## src/rtl/fetch_unit_if.sv

```systemverilog
`default_nettype none
// ============================================================================
//  Module   : fetch_unit_if
//  Purpose  : Instruction-memory request/response channel between the fetch
//             stage and instruction memory.
//  Signals  : imem_req_valid / imem_req_ready / imem_req_addr  (request)
//             imem_rsp_valid / imem_rsp_data                   (in-order response)
//  Modports : master - fetch side (drives requests, receives responses)
//             slave  - memory side
//  Revision : 1.0  initial release
// ============================================================================
interface fetch_unit_if #(
    parameter int ADDRESS_BITS = 16
);
    logic                    imem_req_valid;
    logic                    imem_req_ready;
    logic [ADDRESS_BITS-1:0] imem_req_addr;
    logic                    imem_rsp_valid;
    logic [31:0]             imem_rsp_data;

    modport master (
        output imem_req_valid,
        output imem_req_addr,
        input  imem_req_ready,
        input  imem_rsp_valid,
        input  imem_rsp_data
    );

    modport slave (
        input  imem_req_valid,
        input  imem_req_addr,
        output imem_req_ready,
        output imem_rsp_valid,
        output imem_rsp_data
    );
endinterface
`default_nettype wire

```

## src/rtl/fetch_unit.sv

```systemverilog
`default_nettype none
// ============================================================================
//  Module   : fetch_unit
//  Purpose  : Instruction fetch stage. Owns the fetch PC, issues word-aligned
//             requests to instruction memory, buffers in-order responses in a
//             DEPTH-entry FIFO and presents the head PC/instruction to decode.
//             A redirect from decode flushes the FIFO and discards responses
//             that are still in flight for the old path.
//  Ports    : clock, reset        - clock, synchronous active-high reset
//             imem (master)       - instruction memory request/response
//             next_PC_select      - redirect request, qualified by a consume
//             target_PC           - redirect target
//             dec_ready           - decode accepts the head entry
//             instr_valid/PC/instruction - head entry towards decode
//             perf_fetched/perf_flushed  - only with FETCH_PERF_CNT_EN
//  Config   : FETCH_PERF_CNT_EN - adds fetched/flushed performance counters
//  Revision : 1.0  initial release
// ============================================================================
module fetch_unit #(
    parameter int                    ADDRESS_BITS = 16,
    parameter logic [ADDRESS_BITS-1:0] RESET_PC   = '0,
    parameter int                    DEPTH        = 2
) (
    input  wire logic                    clock,
    input  wire logic                    reset,
    fetch_unit_if.master                 imem,
    input  wire logic                    next_PC_select,
    input  wire logic [ADDRESS_BITS-1:0] target_PC,
    input  wire logic                    dec_ready,
    output logic                         instr_valid,
    output logic [ADDRESS_BITS-1:0]      PC,
    output logic [31:0]                  instruction
`ifdef FETCH_PERF_CNT_EN
    ,
    output logic [31:0]                  perf_fetched,
    output logic [31:0]                  perf_flushed
`endif
);

    localparam int PW = $clog2(DEPTH);   // pointer width (DEPTH >= 2)
    localparam int CW = PW + 1;          // counter width, holds 0..DEPTH
    localparam int SW = CW + 1;          // headroom for count + outstanding
    localparam logic [31:0] NOP = 32'h0000_0013;
    localparam logic [ADDRESS_BITS-1:0] ALIGN_MASK = ~ADDRESS_BITS'(3);

    // Registered state
    logic [ADDRESS_BITS-1:0] fetch_pc_q, fetch_pc_d;
    logic [ADDRESS_BITS-1:0] last_pc_q;
    logic [PW-1:0]           rd_ptr_q, rd_ptr_d;
    logic [PW-1:0]           wr_ptr_q, wr_ptr_d;
    logic [CW-1:0]           count_q, count_d;
    logic [CW-1:0]           outstanding_q, outstanding_d;
    logic [CW-1:0]           discard_q, discard_d;
    logic [PW-1:0]           tag_rd_q, tag_rd_d;
    logic [PW-1:0]           tag_wr_q, tag_wr_d;

    logic [ADDRESS_BITS-1:0] fifo_pc_q   [DEPTH];
    logic [31:0]             fifo_data_q [DEPTH];
    logic [ADDRESS_BITS-1:0] tag_q       [DEPTH];

    // Combinational control
    logic          w_instr_valid;
    logic          w_pop;
    logic          w_redirect;
    logic          w_req_valid;
    logic          w_req_fire;
    logic          w_rsp_keep;
    logic          w_rsp_discard;
    logic [SW-1:0] w_occupancy;

    assign w_instr_valid = (count_q != '0);
    assign w_pop         = w_instr_valid & dec_ready;
    assign w_redirect    = w_pop & next_PC_select;

    // The slot freed by this cycle's pop is credited immediately: its
    // replacement response cannot land before next cycle, which is what lets
    // a 2-deep FIFO sustain one instruction per cycle with a 1-cycle memory.
    assign w_occupancy   = SW'(count_q) + SW'(outstanding_q) - SW'(w_pop);
    assign w_req_valid   = !reset && (w_occupancy < SW'(DEPTH)) && !w_redirect;
    assign w_req_fire    = w_req_valid & imem.imem_req_ready;

    // A response is stale if earlier redirects still owe discards, or if it
    // lands in the redirect cycle itself (it belongs to the old path).
    assign w_rsp_keep    = imem.imem_rsp_valid && (discard_q == '0) && !w_redirect;
    assign w_rsp_discard = imem.imem_rsp_valid && (discard_q != '0);

    assign imem.imem_req_valid = w_req_valid;
    assign imem.imem_req_addr  = fetch_pc_q;

    assign instr_valid = w_instr_valid;
    assign PC          = w_instr_valid ? fifo_pc_q[rd_ptr_q] : last_pc_q;
    assign instruction = w_instr_valid ? fifo_data_q[rd_ptr_q] : NOP;

    always_comb begin
        fetch_pc_d    = fetch_pc_q;
        outstanding_d = outstanding_q + CW'(w_req_fire) - CW'(imem.imem_rsp_valid);
        discard_d     = discard_q;
        count_d       = count_q + CW'(w_rsp_keep) - CW'(w_pop);
        rd_ptr_d      = rd_ptr_q + PW'(w_pop);
        wr_ptr_d      = wr_ptr_q + PW'(w_rsp_keep);
        tag_rd_d      = tag_rd_q + PW'(w_rsp_keep);
        tag_wr_d      = tag_wr_q + PW'(w_req_fire);

        if (w_req_fire) begin
            fetch_pc_d = fetch_pc_q + ADDRESS_BITS'(4);
        end
        if (w_rsp_discard) begin
            discard_d = discard_q - CW'(1);
        end

        if (w_redirect) begin
            // Everything still outstanding after this cycle belongs to the
            // old path. Discards carried over from an earlier redirect are
            // already part of outstanding, so the count simply replaces them.
            fetch_pc_d = target_PC & ALIGN_MASK;
            discard_d  = outstanding_d;
            count_d    = '0;
            rd_ptr_d   = '0;
            wr_ptr_d   = '0;
            tag_rd_d   = '0;
            tag_wr_d   = '0;
        end
    end

    always_ff @(posedge clock) begin
        if (reset) begin
            fetch_pc_q    <= RESET_PC;
            last_pc_q     <= RESET_PC;
            rd_ptr_q      <= '0;
            wr_ptr_q      <= '0;
            count_q       <= '0;
            outstanding_q <= '0;
            discard_q     <= '0;
            tag_rd_q      <= '0;
            tag_wr_q      <= '0;
        end else begin
            fetch_pc_q    <= fetch_pc_d;
            rd_ptr_q      <= rd_ptr_d;
            wr_ptr_q      <= wr_ptr_d;
            count_q       <= count_d;
            outstanding_q <= outstanding_d;
            discard_q     <= discard_d;
            tag_rd_q      <= tag_rd_d;
            tag_wr_q      <= tag_wr_d;
            if (w_pop) begin
                last_pc_q <= fifo_pc_q[rd_ptr_q];
            end
        end
    end

    // Storage arrays carry no reset; pointers and count define validity.
    always_ff @(posedge clock) begin
        if (w_req_fire) begin
            tag_q[tag_wr_q] <= fetch_pc_q;
        end
        if (w_rsp_keep) begin
            fifo_pc_q[wr_ptr_q]   <= tag_q[tag_rd_q];
            fifo_data_q[wr_ptr_q] <= imem.imem_rsp_data;
        end
    end

`ifdef FETCH_PERF_CNT_EN
    logic [31:0] perf_fetched_q;
    logic [31:0] perf_flushed_q;
    logic [31:0] w_flush_inc;

    // On redirect every FIFO entry except the consumed head is thrown away,
    // plus a response landing in the same cycle.
    always_comb begin
        w_flush_inc = '0;
        if (w_redirect) begin
            w_flush_inc = 32'(count_q) - 32'd1 + 32'(imem.imem_rsp_valid);
        end else if (w_rsp_discard) begin
            w_flush_inc = 32'd1;
        end
    end

    always_ff @(posedge clock) begin
        if (reset) begin
            perf_fetched_q <= '0;
            perf_flushed_q <= '0;
        end else begin
            perf_fetched_q <= perf_fetched_q + 32'(w_pop);
            perf_flushed_q <= perf_flushed_q + w_flush_inc;
        end
    end

    assign perf_fetched = perf_fetched_q;
    assign perf_flushed = perf_flushed_q;
`endif

endmodule
`default_nettype wire

```

## src/flat_wrapper.sv

```systemverilog
// flat-port wrapper written by rule: the top's interface ports become plain ports
module fetch_unit_flat 
#(
    parameter int                    ADDRESS_BITS = 16,
    parameter logic [ADDRESS_BITS-1:0] RESET_PC   = '0,
    parameter int                    DEPTH        = 2
)
  (clock, reset, next_PC_select, target_PC, dec_ready, instr_valid, PC, instruction, imem_imem_req_valid, imem_imem_req_addr, imem_imem_req_ready, imem_imem_rsp_valid, imem_imem_rsp_data);
  fetch_unit_if #(.ADDRESS_BITS(ADDRESS_BITS)) imem_i ();
  input  wire logic clock;
  input  wire logic reset;
  input  wire logic next_PC_select;
  input  wire logic [ADDRESS_BITS-1:0] target_PC;
  input  wire logic dec_ready;
  output logic instr_valid;
  output logic [ADDRESS_BITS-1:0] PC;
  output logic [31:0] instruction;
  output wire logic [$bits(imem_i.imem_req_valid)-1:0] imem_imem_req_valid;
  output wire logic [$bits(imem_i.imem_req_addr)-1:0] imem_imem_req_addr;
  input wire logic [$bits(imem_i.imem_req_ready)-1:0] imem_imem_req_ready;
  input wire logic [$bits(imem_i.imem_rsp_valid)-1:0] imem_imem_rsp_valid;
  input wire logic [$bits(imem_i.imem_rsp_data)-1:0] imem_imem_rsp_data;
  assign imem_imem_req_valid = imem_i.imem_req_valid;
  assign imem_imem_req_addr = imem_i.imem_req_addr;
  assign imem_i.imem_req_ready = imem_imem_req_ready;
  assign imem_i.imem_rsp_valid = imem_imem_rsp_valid;
  assign imem_i.imem_rsp_data = imem_imem_rsp_data;
  fetch_unit #(.ADDRESS_BITS(ADDRESS_BITS), .RESET_PC(RESET_PC), .DEPTH(DEPTH)) u_core (.clock(clock), .reset(reset), .imem(imem_i), .next_PC_select(next_PC_select), .target_PC(target_PC), .dec_ready(dec_ready), .instr_valid(instr_valid), .PC(PC), .instruction(instruction));
endmodule
```

## config.mk

```make
export PLATFORM = sky130hd
export DESIGN_NAME = fetch_unit_flat
export DESIGN_NICKNAME = d
export VERILOG_FILES = /design/src/rtl/fetch_unit_if.sv /design/src/rtl/fetch_unit.sv /design/src/flat_wrapper.sv
export SDC_FILE = /design/constraint.sdc
export NUM_CORES = 1
export LEC_CHECK = 0
export ABC_CLOCK_PERIOD_IN_PS = 4890
export CAP_MARGIN = 30
export CORE_ASPECT_RATIO = 0.7
export CORE_MARGIN = 2
export CORE_UTILIZATION = 30
export CTS_BUF_LIST = sky130_fd_sc_hd__clkbuf_8
export CTS_CLUSTER_DIAMETER = 50
export DETAILED_ROUTE_END_ITERATION = 7
export GPL_ROUTABILITY_DRIVEN = 1
export PLACE_DENSITY_LB_ADDON = 0.3
export SLEW_MARGIN = 10
export SYNTH_ARGS = -nofsm -noshare
export SYNTH_HDL_FRONTEND = slang
export SYNTH_SLANG_ARGS = --single-unit
```

## constraint.sdc

```tcl
create_clock -name clock -period 4.89 [get_ports clock]
set_input_delay 1.467 -clock clock [delete_from_list [all_inputs] [get_ports clock]]
set_output_delay 1.467 -clock clock [all_outputs]
set_load 0.05 [all_outputs]
```

* Word-level counts from Yosys, hierarchy flattened *
Memories as Yosys holds them, arrays and structs flattened. A register that Yosys moved wholly into a read port is not among the register bits.
Cells that the tools add are included.

word-level totals
  register bits after elaboration = 42
  bits in writable memories = 128
  output and inout port bits = 66
  word-level logic and storage cells = 55
  memories kept = 3

cells by class
  add/subtract/negate cells = 12
  $lt $le $gt $ge = 1
  multiplexer cells = 13
  bitwise gates (word level) = 3
  reductions and logical operators = 13

memory list
  memory              depth  width  read ports  clocked after Yosys merged registers in  write ports  RTL line          source
  u_core.fifo_data_q  2      32     1           1                                        1            fetch_unit.sv:58  logic [31:0] fifo_data_q [DEPTH];
  u_core.fifo_pc_q    2      16     1           1                                        1            fetch_unit.sv:57  logic [ADDRESS_BITS-1:0] fifo_pc_q [DEPTH];
  u_core.tag_q        2      16     1           1                                        1            fetch_unit.sv:59  logic [ADDRESS_BITS-1:0] tag_q [DEPTH];

operator list
  cell                                                number
  2-to-1 mux 16 bit                                   3
  2-to-1 mux 32 bit                                   1
  adder 16 x 3 -> 16 bit, second input constant       1
  nonzero test 2 bit                                  4
  2-to-1 mux 1 bit                                    7
  logical AND 1 bit                                   5
  adder 1 bit                                         4
  adder 2 x 1 -> 2 bit                                2
  2-to-1 mux 2 bit                                    2
  subtractor 2 x 1 -> 2 bit                           2
  adder 2 x 2 -> 3 bit                                1
  AND 1 bit                                           3
  < comparator 3 x 2 -> 1 bit, second input constant  1
  subtractor 3 x 1 -> 3 bit                           1
  zero test 1 bit                                     2
  zero test 2 bit                                     1
  OR reduction 2 bit                                  1
  subtractor 2 x 1 -> 2 bit, second input constant    1

* Depth between registers and ports, before layout *
Gate-level depths: netlist (run 1).

  depth after elaboration = 10
  gate-level depth with buffers = 9
  depth with buffers taken out = 9

* Worst setup path before layout (run 1) *
Ideal clock, no wire load.

  path type = input -> output
  from = in dec_ready
  to = out imem_imem_req_valid
  data arrival time = 3254 ps
  required time = 3423 ps
  path slack = 169 ps
  cell stages on the path = 7
  path through = and3_1 > o21bai_1 > nand2_1 > fa_1 > xor2_1 > nand2_1 > nor2_1

on the way
  longest elaborated chain between the ends = 5
  elaborated cells between the ends (all ways) = 7

RTL lines
  what                         RTL line            source
  from (decl)                  flat_wrapper.sv:14  input wire logic dec_ready;
  AND 1 bit (*)                fetch_unit.sv:72    assign w_pop = w_instr_valid & dec_ready;
  subtractor 3 x 1 -> 3 bit    fetch_unit.sv:78    assign w_occupancy = SW'(count_q) + SW'(outstanding_q) - SW'(w_pop);
  < comparator 3 x 2 -> 1 bit  fetch_unit.sv:79    assign w_req_valid = !reset && (w_occupancy < SW'(DEPTH)) && !w_redirect;
  logical AND 1 bit            fetch_unit.sv:79
  logical AND 1 bit (*)        fetch_unit.sv:79
  to (decl)                    flat_wrapper.sv:18  output wire logic [$bits(imem_i.imem_req_valid)-1:0] imem_imem_req_valid;

Every way passes the cells marked *; elsewhere a longest branch is shown, timed or not.

* Worst setup path in the final report (run 1) *
Ends and elaborated chain as after synthesis.

==> impl_metrics.py, run 1 <==
metrics = {
    "worst_setup_path": {
        "crit_required_ns": 3.42,
        "timing.rr.start": "u_core.count_q[1]$_SDFF_PP0_",
        "criticalPathCategory": "primary input to output pin",
        "reg2reg_to": "u_core.tag_q[0][7]$_DFFE_PP_",
        "ff2ff_path_depth": 7,
        "crit_path_end_kind": "output pin",
        "worstSetupStartpointType": "primary input",
        "crit_fanout": 4,
        "cp_data_arrival_time_ns": 3.30,
        "r2r_setup_slack_ns": 2.01,
    },
    "timing": {
        "tns_ns": 0,
        "hold_ws_ns": 0.5021,
        "setup_viol": 0,
        "hold_viol": 0,
        "finalWorstSetupSlack_ns": 0.1279,
        "finalCriticalPeriod_ns": 4.762,
        "rsz0062_at_grt": "no",
        "worstMarginPinSlew_ns": 0.6828,
        "fin_skew_ns": 0.01612,
        "maxSlewHeadroom": 0.5442,
        "clock.fmax_mhz": 210.0,
        "post-route-period-util": 0.9738,
        "slew_violations": 0,
    },
    "yosys": {
        "synth_seq_cells": 158,
        "synth_compound_area_frac": 0.06571,
        "synth-edff-count": 120,
        "synthSimpleGateAreaFrac": 0.08488,
        "synth-seq-area-share": 0.6822,
        "synthTopCellsByCount": "edfxtp_1 (120), nor2_1 (83), mux2i_1 (46), dfxtp_1 (38), a211oi_1 (23)",
        "syn_avg_cell_area_um2": 13.76,
        "synth_top_family_by_area": "multiplexers",
        "syn_inst": 465,
        "synth_xor_xnor_area_share": 0.01780,
        "synth_top_area_frac": 0.5633,
        "synth.distinct_cells": 42,
        "syn_area_um2": 6397,
        "yosysMostFrequentCell": "edfxtp_1",
        "synth_area_leaders": "edfxtp_1 (56%), dfxtp_1 (12%), mux2i_1 (7.2%)",
        "yosysWarnings": 0,
        "ys_dominant_reg_cell": "edfxtp_1",
        "async_flop_share": 0,
        "synth_area_leader_cell": "edfxtp_1",
        "synth_fa_ha_area_frac": 0.01878,
        "synthMuxAreaShare": 0.09662,
    },
    "detailed_routing": {
        "remaining_drc_errors": 0,
        "wl_met1_um": 6524,
        "detail-route-antenna-nets": 0,
        "routedWlPerCell_um": 14.79,
        "first_iter_violations": 255,
        "wirelength_um": 12900,
        "route.met2.wl_um": 5375,
        "via_count": 3910,
        "wl_met3_um": 885,
        "first_pass_iters": 4,
        "top_layer": "met4",
        "routed_via_density": 4.484,
    },
    "clock_tree": {
        "clk_latency_ns": 0.43,
        "path_clk_slew_ns": 0.09,
        "cts_buffers": 17,
        "cts_hold_buf": 0,
        "clock_path_buffers": 2,
        "ctsRootBufferMaster": "clkbuf_8",
        "cts_resized": 0,
        "htree_num_levels": 4,
        "cts_setup_buffers": 0,
        "cts.sink_count": 158,
        "cts_tree": "built",
    },
    "place": {
        "dp_slack_ns": 0.02476,
        "portBuffers": 113,
        "dp.cells": 839,
        "dp_hpwl_um": 8612,
        "placed_cell_area_um2": 7830,
        "gp_congestion": 0.7266,
    },
    "pwr": {
        "power_density_nw_per_um2": 588.5,
        "switching_share": 0.3958,
        "leakagePower_uw": 0.002683,
        "p_int_uw": 2935,
        "switching_power_uw": 1923,
        "p_clk_frac": 0.192,
        "pwr-share-comb": 0.399,
        "vdd_drop_max_mv": 0.3356,
        "power_frac_seq": 0.409,
    },
    "global_routing": {
        "grt_use_total": 0.1162,
        "grt_pass1_wl_um": 20110,
        "grt_antenna_before_repair": 0,
        "grt_start_max_net_pins": 47,
        "grt_pass1_vias": 3840,
        "grt.overflow.total": 0,
    },
    "hold_path": {
        "min_path_type": "register to register",
        "hold_path_end": "u_core.last_pc_q[5]$_SDFFE_PP0P_",
        "min_path_cells": 2,
        "min_from": "u_core.last_pc_q[5]$_SDFFE_PP0P_",
    },
    "cells_and_area": {
        "syn_to_final_growth_pct": 29.02,
        "final_nets": 646,
        "drive_gt1_frac": 0.1174,
        "diodes": 0,
        "fin_area_um2": 8254,
        "fin_cells": 872,
    },
    "run": {
        "drv_cap": 0,
    },
    "floorplan": {
        "rows": 44,
        "fp.dieW_um": 178.5,
        "core_area_um2": 20810,
        "dieArea_um2": 22530,
        "fp.dieH_um": 126.2,
        "start_util": 0.3074,
        "ioPinCount": 120,
    },
    "outcome": {
        "status": "finished clean",
    },
}
==> metal layers <==
metal  vias to the layer above  global-route usage
met3                         6             0.03291
met5                         -                   0
li1                       1942                   -
met2                       118              0.1681
met4                         0             0.03922
met1                      1844              0.1669
==> sequential cells by signal, indices dropped and copies added (netlist names), 2 cells and up <==
signal                     count
u_core.fifo_data_q            64
u_core.fifo_pc_q              28
u_core.tag_q                  28
u_core.imem.imem_req_addr     14
u_core.last_pc_q              14
u_core.count_q                 2
u_core.discard_q               2
u_core.outstanding_q           2
==> worst max-delay path: stages <==
cell,delay (ns)
clkdlybuf4s50_1,0.47
and3_1,0.18
o21bai_1,0.14
nand2_1,0.09
fa_2,0.56
nand2_1,0.07
nor2_2,0.16
buf_12,0.15
==> kinds of logic after synthesis <==
kind of cell / after synthesis
AO/OA/AOI/OAI: 60
adder cells (fa/ha/maj): 9
buffers and inverters: 41
multiplexers: 60
flip-flops: 158
other: 1
XOR/XNOR: 13
AND/OR/NAND/NOR: 123
==> power groups by stage <==
stage / clock [µW] / combinational (µW) / sequential (µW)
2_1_floorplan: 0 / 1290 / 2010
3_3_place_gp: 0 / 1900 / 2000
3_5_place_dp: 0 / 1920 / 2020
4_1_cts: 967 / 1930 / 1990
5_1_grt: 1020 / 2080 / 2030
6_report: 932 / 1940 / 1990
==> metrics by stage <==
step / utilization / total power [µW]
2_1_floorplan: - / 3298
3_3_place_gp: 0.3763 / 3901
3_5_place_dp: 0.3763 / 3940
4_1_cts: 0.3947 / 4885
5_1_grt: 0.3966 / 5125
6_report: 0.3966 / 4857
==> how the worst max path moves through the flow <==
| stage | slack (ns) | startpoint | cells past startpoint | endpoint |
|---|---|---|---|---|
| floorplan | 0.17 | dec_ready | 7 | imem_imem_req_valid |
| global placement | 0.005 | dec_ready | 9 | imem_imem_req_valid |
| detailed placement | 0.02 | dec_ready | 9 | imem_imem_req_valid |
| CTS | 0.008 | dec_ready | 9 | imem_imem_req_valid |
| global route | 0.01 | dec_ready | 8 | imem_imem_req_valid |
| finish | 0.13 | dec_ready | 8 | imem_imem_req_valid |
==> cells in the final DEF (no fill, tap or decap), types with 2 or more instances in the layout <==
cell	count
xnor2_1	9
nor2_1	81
clkdlybuf4s50_1	112
nor2_2	2
clkinvlp_4	4
inv_1	13
nand2b_1	2
dfxtp_1	37
nand2_1	13
o31ai_1	6
nand3_1	5
buf_4	10
mux2i_1	46
buf_12	2
a311oi_1	8
and4_1	2
inv_6	5
or4_1	6
nand4_1	2
nor3_1	2
ha_2	2
a21oi_1	15
inv_8	3
xor2_1	3
ha_1	6
o21ai_0	2
conb_1	4
mux2_2	14
clkbuf_8	17
edfxtp_1	120
a211oi_1	23
==> final cells by class <==
cell class / count / area (µm²)
Clock buffer: 17 / 234.0
Clock inverter: 15 / 150.1
Fill cell: 1940 / 12560
Inverter: 12 / 45.04
Multi-Input combinational cell: 269 / 1851
Sequential cell: 158 / 4365
Tap cell: 276 / 345.3
Timing Repair Buffer: 125 / 1264
Power figures use the tool's default switching activity.
==> inputs of run 2 (changes only) <==
--- a/config.mk
+++ b/config.mk
@@ -13,7 +13,7 @@
 export CTS_BUF_LIST = sky130_fd_sc_hd__clkbuf_8
 export CTS_CLUSTER_DIAMETER = 50
 export DETAILED_ROUTE_END_ITERATION = 7
-export GPL_ROUTABILITY_DRIVEN = 1
+export GPL_ROUTABILITY_DRIVEN = 0
 export PLACE_DENSITY_LB_ADDON = 0.3
 export SLEW_MARGIN = 10
 export SYNTH_ARGS = -nofsm -noshare
==> results of run 2 <==
Final layout, timing and power as in run 1 (identical DEF).
